[src/rtl/s1_sched_pkg.sv]
// Shared types, widths and helpers for the round-robin scheduler slice.
package s1_sched_pkg;

    localparam int unsigned NREQ  = 4;
    localparam int unsigned SEL_W = 2;

    typedef enum logic [1:0] {
        IDLE = 2'd0,
        SEL  = 2'd1,
        LOAD = 2'd2,
        DONE = 2'd3
    } state_t;

    // First set request bit scanning from ptr upward, wrapping modulo NREQ.
    function automatic logic [SEL_W-1:0] rr_pick(input logic [SEL_W-1:0] ptr,
                                                 input logic [NREQ-1:0]  req);
        logic [SEL_W-1:0] idx;
        logic             found;
        rr_pick = ptr;
        found   = 1'b0;
        for (int unsigned k = 0; k < NREQ; k++) begin
            idx = ptr + SEL_W'(k);
            if (!found && req[idx]) begin
                rr_pick = idx;
                found   = 1'b1;
            end
        end
    endfunction

    // One-hot vector for a requester index.
    function automatic logic [NREQ-1:0] onehot(input logic [SEL_W-1:0] idx);
        onehot = NREQ'(1) << idx;
    endfunction

endpackage

[src/rtl/s1_mux_reg.sv]
// Shared N-bit cell: 4:1 select feeding a load-enabled register with async clear.
module s1_mux_reg
    import s1_sched_pkg::*;
#(
    parameter int unsigned N = 1
) (
    input  logic             CLK,
    input  logic             CLR,
    input  logic [SEL_W-1:0] sel,
    input  logic             load_en,
    input  logic [N-1:0]     D00,
    input  logic [N-1:0]     D01,
    input  logic [N-1:0]     D10,
    input  logic [N-1:0]     D11,
    output logic [N-1:0]     q
);

    logic [N-1:0] mux_c;

    // Leg select; encoding equals the requester index.
    always_comb begin
        mux_c = D00;
        case (sel)
            2'd1:    mux_c = D01;
            2'd2:    mux_c = D10;
            2'd3:    mux_c = D11;
            default: mux_c = D00;
        endcase
    end

    // Register holds unless load_en; CLR clears it immediately.
    always_ff @(posedge CLK or posedge CLR) begin
        if (CLR) begin
            q <= '0;
        end else if (load_en) begin
            q <= mux_c;
        end
    end

endmodule

[src/rtl/s1_rr_scheduler.sv]
// Round-robin scheduler granting four requesters access to one shared mux-and-register cell.
module s1_rr_scheduler
    import s1_sched_pkg::*;
#(
    parameter int unsigned N        = 1,
    parameter int unsigned PTR_INIT = 0
) (
    input  logic             CLK,
    input  logic             CLR,
    input  logic [NREQ-1:0]  req,
    input  logic [N-1:0]     D00,
    input  logic [N-1:0]     D01,
    input  logic [N-1:0]     D10,
    input  logic [N-1:0]     D11,
    output logic [NREQ-1:0]  gnt,
    output logic [NREQ-1:0]  ack,
    output logic             busy,
    output logic [N-1:0]     out,
    output logic             out_valid,
    output logic [SEL_W-1:0] out_src
);

    state_t           state;
    logic [SEL_W-1:0] ptr;
    logic [SEL_W-1:0] w;
    logic [SEL_W-1:0] idle_w;
    logic [SEL_W-1:0] b2b_w;
    logic [NREQ-1:0]  b2b_req;
    logic             load_en;

    // Capture happens only in LOAD; the mux follows the latched winner.
    assign load_en = (state == LOAD);

    // Fresh arbitration from IDLE, and back-to-back arbitration from DONE excluding the one just served.
    assign idle_w  = rr_pick(ptr, req);
    assign b2b_req = req & ~onehot(w);
    assign b2b_w   = rr_pick(w + SEL_W'(1), b2b_req);

    // Scheduler FSM, pointer and registered grant/ack/status outputs.
    always_ff @(posedge CLK or posedge CLR) begin
        if (CLR) begin
            state     <= IDLE;
            ptr       <= SEL_W'(PTR_INIT);
            w         <= '0;
            gnt       <= '0;
            ack       <= '0;
            busy      <= 1'b0;
            out_valid <= 1'b0;
            out_src   <= '0;
        end else begin
            ack       <= '0;
            out_valid <= 1'b0;
            case (state)
                IDLE: begin
                    if (|req) begin
                        w     <= idle_w;
                        gnt   <= onehot(idle_w);
                        busy  <= 1'b1;
                        state <= SEL;
                    end
                end
                SEL: begin
                    if (!req[w]) begin
                        gnt   <= '0;
                        ptr   <= w + SEL_W'(1);
                        busy  <= 1'b0;
                        state <= IDLE;
                    end else begin
                        state <= LOAD;
                    end
                end
                LOAD: begin
                    // ack/out_valid are registered here so they are high exactly while in DONE
                    out_src   <= w;
                    ack       <= onehot(w);
                    out_valid <= 1'b1;
                    state     <= DONE;
                end
                DONE: begin
                    ptr <= w + SEL_W'(1);
                    if (|b2b_req) begin
                        w     <= b2b_w;
                        gnt   <= onehot(b2b_w);
                        state <= SEL;
                    end else begin
                        gnt   <= '0;
                        busy  <= 1'b0;
                        state <= IDLE;
                    end
                end
                default: begin
                    gnt   <= '0;
                    busy  <= 1'b0;
                    state <= IDLE;
                end
            endcase
        end
    end

    s1_mux_reg #(
        .N (N)
    ) u_mux_reg (
        .CLK     (CLK),
        .CLR     (CLR),
        .sel     (w),
        .load_en (load_en),
        .D00     (D00),
        .D01     (D01),
        .D10     (D10),
        .D11     (D11),
        .q       (out)
    );

endmodule
[config.mk]
export PLATFORM = sky130hd
export DESIGN_NAME = s1_rr_scheduler
export DESIGN_NICKNAME = d
export VERILOG_FILES = /design/src/rtl/s1_sched_pkg.sv /design/src/rtl/s1_mux_reg.sv /design/src/rtl/s1_rr_scheduler.sv
export SDC_FILE = /design/constraint.sdc
export NUM_CORES = 1
export LEC_CHECK = 0
export ABC_AREA = 1
export ABC_CLOCK_PERIOD_IN_PS = 2220
export BUFFER_PORTS_ARGS = -buffer_cell sky130_fd_sc_hd__buf_2
export CAP_MARGIN = 20
export CORE_ASPECT_RATIO = 1.25
export CORE_MARGIN = 2
export CORE_UTILIZATION = 45
export CTS_CLUSTER_SIZE = 25
export DETAILED_ROUTE_END_ITERATION = 6
export PLACE_DENSITY_LB_ADDON = 0.2
export SYNTH_ARGS = -nofsm -noshare
export SYNTH_HDL_FRONTEND = slang
export SYNTH_SLANG_ARGS = --single-unit
[constraint.sdc]
create_clock -name CLK -period 2.22 [get_ports CLK]
set_input_delay 0.222 -clock CLK [delete_from_list [all_inputs] [get_ports CLK]]
set_output_delay 0.222 -clock CLK [all_outputs]
set_load 0.05 [all_outputs]
==> results of run 1 <==
worst max-delay path by stage:
stage	depth (start not counted)	to	from	slack (ns)
detailed placement	15	gnt[2]$_DFFE_PP0P_	w[1]$_DFFE_PP0P_	0.06
global placement	14	gnt[3]$_DFFE_PP0P_	w[1]$_DFFE_PP0P_	0.12
CTS	12	w[0]$_DFFE_PP0P_	w[1]$_DFFE_PP0P_	0.003
floorplan	16	gnt[0]$_DFFE_PP0P_	w[0]$_DFFE_PP0P_	0.10
global route	17	gnt[1]$_DFFE_PP0P_	w[0]$_DFFE_PP0P_	0.004
finish	15	gnt[2]$_DFFE_PP0P_	w[1]$_DFFE_PP0P_	0.21
cell usage in the layout (no fill, tap or decap), drive strengths merged:
master and count:
o21ai 11, buf 28, clkbuf 3, nand3 35
ha 4, nand4 4, inv 26, nand2 122
a211o 1, a31oi 1, nor2 16, dfrtp 19
o22ai 1, and2 1, clkinv 1, a21oi 6
per-layer routing:
metal  vias to the layer above  share of wire  GRT usage
li1                        854              -          -
met1                       755           0.44      0.257
met2                        36           0.50      0.356
met3                        10          0.035     0.0256
met4                         0          0.023     0.0879
met5                         -              0          0
flip-flops by register name, summed over array words and instances (netlist names), named ones only:
signal	flops
u_mux_reg.q	1
busy	1
ack	4
out_src	2
ptr	2
gnt	4
state	1
out_valid	1
w	2
layout make-up:
class,count,share of cell area
Clock buffer,3,0.0225
Clock inverter,1,0.00272
Inverter,26,0.0545
Multi-Input combinational cell,202,0.544
Sequential cell,19,0.259
Tap cell,39,0.0265
Timing Repair Buffer,28,0.0905
through the flow:
step,util,setup slack (ns),cells
floorplan,-,0.102,253
global placement,0.499,0.116,310
detailed placement,0.499,0.0589,310
CTS,0.512,0.00314,314
global route,0.532,0.00362,318
finish,0.532,0.212,318
logic make-up (layout without fill, tap and decap cells):
group                      count (synthesis)  after routing
AOI/OAI and AO/OA                         20             20
adders and majority gates                  4              4
buffers and inverters                     32             58
DFF                                       19             19
and+or+nand+nor                          178            178
critical path, delay by kind of cell (launching register included):
| kind | cells | cell delay, ns |
|---|---|---|
| simple gates | 11 | 0.96 |
| fa+ha+maj | 1 | 0.25 |
| flops | 1 | 0.45 |
| buf+inv | 3 | 0.31 |
timing repair:
item,4_1_cts,5_1_grt
endpoints found under the hold margin,0,0
endpoints found under the setup margin,0,6
buffers inserted,0,4
resized for setup,0,11
==> qor.yml, run 1 <==
outcome: "finished clean"
max_cap_violations: 0
io_pins: 23
period_needed_ns: 2.01
yosysMostFrequentCell: "nand2_1"
rows: 24
skew_ns: 0.00107
fillers: 362
cts-buffers-inserted: 3
worst_hold_slack_ns: 0.0671
reg2reg_setup_slack_ns: 0.21
dr.pass1.iters: 4
synth-simple-area-share: 0.511
numPortBuffers: 22
synthFlopType: "dfrtp_1"
synth_edf_count: 0
hold_buffers: 0
placed_cell_area_um2: 1720
critPathMaxFanout: 7
ys_seq_elements: 19
crit_path_end_kind: "register"
nets: 294
insertion_delay_ns: 0.26
rsz0062_at_grt: "false"
netlist_area_um2: 1590
fmax_ghz: 0.498
seq_area_um2: 477
synth_compound_area_frac: 0.0691
hold_path.class: "primary input to asynchronous set/reset pin"
vias: 1655
synth_top_area_share: 0.298
wl_per_cell_um: 12.0
syn2layout_area_growth_pct: 15.3
via_per_inst: 5.20
regToRegStartpoint: "w[1]$_DFFE_PP0P_"
dieArea_um2: 4040
yosysTopAreaCell: "dfrtp_1"
drive_above_1_share: 0.222
wl_um: 3830
core-area_um2: 3450
grt_max_degree: 20
clk_pin_slew_ns: 0.07
synthTopCellsByCount: "nand2_1, nand3_1, inv_1"
cp.required_ns: 2.43
grt_pass1_wl_um: 6670
maxSlewViolCount: 0
grt_antenna_before_repair: 0
post-route-drc-count: 0
cts_tree: "built"
synthMuxAreaShare: 0
ys_types: 24
worst_setup_path_start_kind: "register"
cts.sinks: 19
ys.warnings.count: 0
slowest_delay_ns: 0.45
reg2reg_depth: 15
grt_overflow: 0
grt_pass1_vias: 1548
crit_type: "register to register"
crit_chain: "inv_1 > ha_4 > inv_4 > nand3_1 > nand2_4 > inv_2 > nor2_8 > nand2_4 > nand2_1 > nand2_2 > nor2_2 > nand2_1 > nand2_1 > nand2_1 > nand2_1"
ys_seq_area_frac: 0.298
cp_slowest_cell: "dfrtp_2"
gp_congestion: 0.889
tns_ns: 0
synth.area.top_cells: "dfrtp_1, nand2_1, nand3_1, inv_1, nand2_2"
synth_top_family_by_area: "simple AND/OR/NAND/NOR gates"
synth-adder-area-share: 0.0314
stdcell_area_um2: 1840
multi_input_area_um2: 1000
ant_nets: 0
cpMostUsedCell: "nand2_1"
post-dp-hpwl_um: 2910
syn_nets: 267
worst_pin_slew_ns: 0.725
clockBufferDepth: 2
fp.dieW_um: 57.2
postSynthCellCount: 253
synth-xor-area-share: 0
r2r_end: "gnt[2]$_DFFE_PP0P_"
die_y_um: 70.5
crit_arrival_ns: 2.21
synth-async-reset-ratio: 1.00
diodes: 0
setup_viol: 0
globalRouteTotalUtil: 0.206
initial_core_util: 0.462
cts_root_buf: "clkbuf_8"
hold_viol_final: 0
avgSynthCellArea_um2: 6.30
first_iter_violations: 88
post-route-period-util: 0.905
h-tree-depth: 1
slew_headroom: 0.516
Power of run 1 is left out: the tool's default activity adds up to more than one toggle a clock period on the data nets, which glitch-free logic cannot reach.
==> run 2, diff against run 1 <==
Settings changed: ABC_CLOCK_PERIOD_IN_PS 2220 to 2550.
Clock period 2.22 ns to 2.55 ns, I/O delays scaled along.
==> qor.yml, run 2 (synthesis gave the netlist of run 1 again) <==
syn2layout_area_growth_pct: 10.9  # was 15.3%
final_common_cell: "nand2_1"  # unchanged
outcome: "finished clean"  # unchanged
vias: 1639  # was 1,655
initial_core_util: 0.462  # unchanged
cts_setup_buffers: 0  # unchanged
hold_viol_final: 0  # unchanged
cts_tree: "built"  # unchanged
io_pins: 23  # unchanged
fin_ws_ns: 0.381  # was 0.212 ns
insertion_delay_ns: 0.25  # was 0.26 ns
cts_root_buf: "clkbuf_8"  # unchanged
hold_path.class: "primary input to asynchronous set/reset pin"  # unchanged
rsz0062_at_grt: "false"  # unchanged
cp.required_ns: 2.74  # was 2.43 ns
drive_above_1_share: 0.196  # was 0.222
diodes: 0  # unchanged
cpMostUsedCell: "nand2_1"  # unchanged
clk_pin_slew_ns: 0.07  # about the same
h-tree-depth: 1  # unchanged
maxSlewViolCount: 0  # unchanged
via_per_inst: 5.22  # was 5.20
crit_type: "register to register"  # unchanged
worst_setup_path_start_kind: "register"  # unchanged
cts.repair.resized: 0  # unchanged
dr.pass1.iters: 4  # unchanged
wl_per_cell_um: 11.9  # was 12.0 um
max_cap_violations: 0  # unchanged
final_cell_mix: "nand2_1, nand3_1, buf_2, inv_1, dfrtp_1"  # unchanged
grt_pass1_vias: 1508  # was 1,548
slowest_delay_ns: 0.42  # was 0.45 ns
worst_pin_slew_ns: 0.740  # was 0.725 ns
wl_um: 3730  # was 3830 um
clockBufferDepth: 2  # unchanged
post-route-drc-count: 0  # unchanged
grt_max_degree: 20  # unchanged
tns_ns: 0  # unchanged
die_y_um: 70.5  # unchanged
critPathMaxFanout: 7  # unchanged
post-route-period-util: 0.851  # was 0.905
rows: 24  # unchanged
globalRouteTotalUtil: 0.202  # was 0.206
fillers: 371  # was 362
hold_buffers: 0  # unchanged
nets: 290  # was 294
setup_viol: 0  # unchanged
slew_headroom: 0.506  # was 0.516
reg.largest.list: "ack: 4 flops, gnt: 4 flops"  # unchanged
cp_slowest_cell: "dfrtp_1"  # was dfrtp_2
cts.sinks: 19  # unchanged
first_iter_violations: 84  # was 88
core-area_um2: 3450  # unchanged
ant_nets: 0  # unchanged
grt_antenna_before_repair: 0  # unchanged
crit_path_end_kind: "register"  # unchanged
cts-buffers-inserted: 3  # unchanged
dieArea_um2: 4040  # unchanged
regToRegStartpoint: "w[1]$_DFFE_PP0P_"  # unchanged
grt_pass1_wl_um: 6610  # was 6670 um
period_needed_ns: 2.17  # was 2.01 ns
gp_congestion: 0.873  # was 0.889
post-dp-hpwl_um: 2930  # was 2910 um
numPortBuffers: 22  # unchanged
place_ws_ns: 0.401  # was 0.0589 ns
grt_overflow: 0  # unchanged
fmax_ghz: 0.461  # was 0.498 GHz
worst_hold_slack_ns: 0.116  # was 0.0671 ns
crit_chain: "inv_1 > ha_1 > inv_2 > nand3_1 > nand2_2 > inv_2 > nor2_8 > nand2_4 > nand2_1 > nand2_2 > nor2_2 > nand2_1 > nand2_1 > nand2_1 > nand2_1"  # was inv_1 > ha_4 > inv_4 > nand3_1 > nand2_4 > inv_2 > nor2_8 > nand2_4 > nand2_1 > nand2_2 > nor2_2 > nand2_1 > nand2_1 > nand2_1 > nand2_1
cp-startpoint: "w[1]$_DFFE_PP0P_"  # unchanged
crit_arrival_ns: 2.36  # was 2.21 ns
fp.dieW_um: 57.2  # unchanged
skew_ns: 0.00167  # was 0.00107 ns
[run 2: per-layer routing]
layer,vias to the layer above,part of all wire,global-route usage
met4,0,0.011,0.0568
met2,31,0.51,0.351
met3,4,0.029,0.0274
met5,-,0,0
li1,846,-,-
met1,758,0.45,0.261
[run 2: cell type report]
cell class	instances	area, um^2	share of cell area
clock buffers	3	41.3	0.0234
clock inverters	1	5.00	0.00283
inverters	26	97.6	0.0552
multi-input cells	202	975	0.551
flip-flops and latches	19	475	0.269
well taps	39	48.8	0.0276
repair buffers	24	125	0.0708
[run 2: worst max-delay path: cells and delay by family (launching register included)]
family,cells,cell delay [ns]
and+or+nand+nor,11,0.97
DFF,1,0.42
adders and majority gates,1,0.39
buffers and inverters,3,0.35
[run 2: per-stage QoR]
step / util / area (um^2) / cells
6_report: 0.512 / 1770 / 314
5_1_grt: 0.512 / 1770 / 314
3_5_place_dp: 0.499 / 1720 / 310
2_1_floorplan: - / 1590 / 253
4_1_cts: 0.512 / 1770 / 314
3_3_place_gp: 0.499 / 1720 / 310
[run 2: worst paths after layout]
check	to	slack, ns	cells after the start
min reg2reg	gnt[1]$_DFFE_PP0P_	0.48	2
max in group asynchronous	gnt[1]$_DFFE_PP0P_	1.97	2
min	ptr[0]$_DFFE_PP0P_	0.12	2
max	gnt[2]$_DFFE_PP0P_	0.38	15
max reg2reg	gnt[2]$_DFFE_PP0P_	0.38	15
min in group CLK	u_mux_reg.q$_DFFE_PP0P_	0.22	3
Power of run 2 is left out for the same reason.
==> run 3, diff against run 2 <==
Settings changed: ABC_CLOCK_PERIOD_IN_PS 2550 to 1800, CORE_UTILIZATION 45 to 51.
Clock period 2.55 ns to 1.8 ns, I/O delays scaled along.
==> qor.yml, run 3 (synthesis gave the netlist of run 1 again) <==
maxSlewViolCount: 0  # unchanged
gp_congestion: 0.911  # was 0.873
drive_above_1_share: 0.369  # was 0.196
cts_tree: "built"  # unchanged
cts_root_buf: "clkbuf_4"  # was clkbuf_8
crit_type: "register to register"  # unchanged
h-tree-depth: 1  # unchanged
clk_pin_slew_ns: 0.13  # was 0.07 ns
crit_family: "simple AND/OR/NAND/NOR gates"  # unchanged
grt_pass1_vias: 1650  # was 1,508
cts.sinks: 19  # unchanged
insertion_delay_ns: 0.32  # was 0.25 ns
hold_path.class: "primary input to register"  # was primary input to asynchronous set/reset pin
wl_um: 4380  # was 3730 um
outcome: "finished with violations"  # was finished clean
final_common_cell: "nand2_1"  # unchanged
grt_antenna_before_repair: 0  # unchanged
die_y_um: 66.5  # was 70.5 um
setup_viol: 6  # was 0
path_buf_inv: 2  # was 3
post-dp-hpwl_um: 3270  # was 2930 um
worst_pin_slew_ns: 0.553  # was 0.740 ns
initial_core_util: 0.536  # was 0.462
globalRouteTotalUtil: 0.267  # was 0.202
io_pins: 23  # unchanged
cts-buffers-inserted: 3  # unchanged
ant_nets: 0  # unchanged
numPortBuffers: 22  # unchanged
dieArea_um2: 3590  # was 4040 um^2
via_per_inst: 5.22  # about the same
post-route-period-util: 1.08  # was 0.851
first_iter_violations: 43  # was 84
reg.largest.list: "ack: 4 flops, gnt: 4 flops"  # unchanged
syn2layout_area_growth_pct: 36.2  # was 10.9%
fillers: 252  # was 371
multi_input_area_um2: 1120  # was 975 um^2
final_core_util: 0.730  # was 0.512
vias: 1800  # was 1,639
crit_chain: "inv_4 > ha_4 > inv_6 > nand2_4 > nand2_8 > nand3_4 > o21ai_2 > nor2_4 > nand2_4 > nand2_2 > nand2_2 > nor2_4 > nand2_2 > nand2_1 > nand2_1 > nand2_1"  # was inv_1 > ha_1 > inv_2 > nand3_1 > nand2_2 > inv_2 > nor2_8 > nand2_4 > nand2_1 > nand2_2 > nor2_2 > nand2_1 > nand2_1 > nand2_1 > nand2_1
dr.pass1.iters: 4  # unchanged
clockBufferDepth: 2  # unchanged
fmax_ghz: 0.513  # was 0.461 GHz
fp.dieW_um: 54.0  # was 57.2 um
cp_slowest_cell: "dfrtp_2"  # was dfrtp_1
hold_viol_final: 0  # unchanged
post-route-drc-count: 0  # unchanged
worst_setup_path_start_kind: "register"  # unchanged
critPathMaxFanout: 6  # was 7
grt_max_degree: 14  # was 20
fin_ws_ns: -0.149  # was 0.381 ns
core-area_um2: 2970  # was 3450 um^2
period_needed_ns: 1.95  # was 2.17 ns
rows: 22  # was 24
slew_headroom: 0.631  # was 0.506
rsz0062_at_grt: "true"  # was false
grt_overflow: 0  # unchanged
nets: 324  # was 290
wl_per_cell_um: 12.7  # was 11.9 um
seq_area_um2: 479  # was 475 um^2
slowest_delay_ns: 0.46  # was 0.42 ns
skew_ns: 0.0118  # was 0.00167 ns
cp.required_ns: 2.06  # was 2.74 ns
diodes: 0  # unchanged
grt_pass1_wl_um: 7060  # was 6610 um
crit_path_end_kind: "register"  # unchanged
crit_arrival_ns: 2.21  # was 2.36 ns
max_cap_violations: 0  # unchanged
violations: "negative setup slack"
final_cell_mix: "nand2_1, buf_4, nand3_1, buf_2, inv_1"  # was nand2_1, nand3_1, buf_2, inv_1, dfrtp_1
run 3: per-stage QoR:
step | setup slack (ns) | setup TNS, ns | cell area, um^2 | hold slack, ns | std cells
6_report | -0.149 | -0.784 | 2170 | 0.0792 | 345
5_1_grt | -0.317 | -1.71 | 2170 | 0.0809 | 345
4_1_cts | -0.120 | -0.521 | 2070 | 0.0750 | 343
3_5_place_dp | -0.117 | -0.536 | 1950 | 0.244 | 334
3_3_place_gp | -0.0594 | -0.336 | 1950 | 0.233 | 334
2_1_floorplan | -0.0970 | -0.531 | 1620 | 0.131 | 253
run 3: path summary, 6_finish.rpt:
| kind | startpoint | end | slack (ns) | cells past startpoint |
|---|---|---|---|---|
| min reg2reg | busy$_DFFE_PP0P_ | busy$_DFFE_PP0P_ | 0.49 | 2 |
| max in group asynchronous | CLR | ack[3]$_DFF_PP0_ | 0.86 | 4 |
| max reg2reg | w[0]$_DFFE_PP0P_ | gnt[0]$_DFFE_PP0P_ | -0.15 | 16 |
| min | D00 | u_mux_reg.q$_DFFE_PP0P_ | 0.08 | 3 |
| min in group asynchronous | CLR | out_valid$_DFF_PP0_ | 0.43 | 3 |
| max | w[0]$_DFFE_PP0P_ | gnt[0]$_DFFE_PP0P_ | -0.15 | 16 |
run 3: timing repair:
action	4_1_cts	5_1_grt
hold endpoints to repair	12	0
hold buffers	1	0
setup endpoints to repair	6	7
pin swaps	5	9
resized for setup	15	25
setup buffers	4	2
run 3: worst reg2reg max path, delay by kind of cell (launching register included):
kind / cells / cell delay (ns)
fa+ha+maj: 1 / 0.32
compound gates: 1 / 0.07
simple gates: 12 / 0.91
flops: 1 / 0.46
buf+inv: 2 / 0.13
run 3: cell type report:
cell class,count,area share
sequential,19,0.221
tap,36,0.0207
multi-input combinational,202,0.517
timing repair buffer,58,0.178
clock buffer,3,0.0104
clock inverter,1,0.00346
inverter,26,0.0496
run 3: per-layer routing:
| metal | GRT usage | vias to the layer above | share of wire |
|---|---|---|---|
| met2 | 0.473 | 30 | 0.53 |
| met5 | 0 | - | 0 |
| met3 | 0.0291 | 5 | 0.026 |
| li1 | - | 917 | - |
| met4 | 0.106 | 0 | 0.012 |
| met1 | 0.319 | 848 | 0.43 |
Power of run 3 is left out for the same reason.
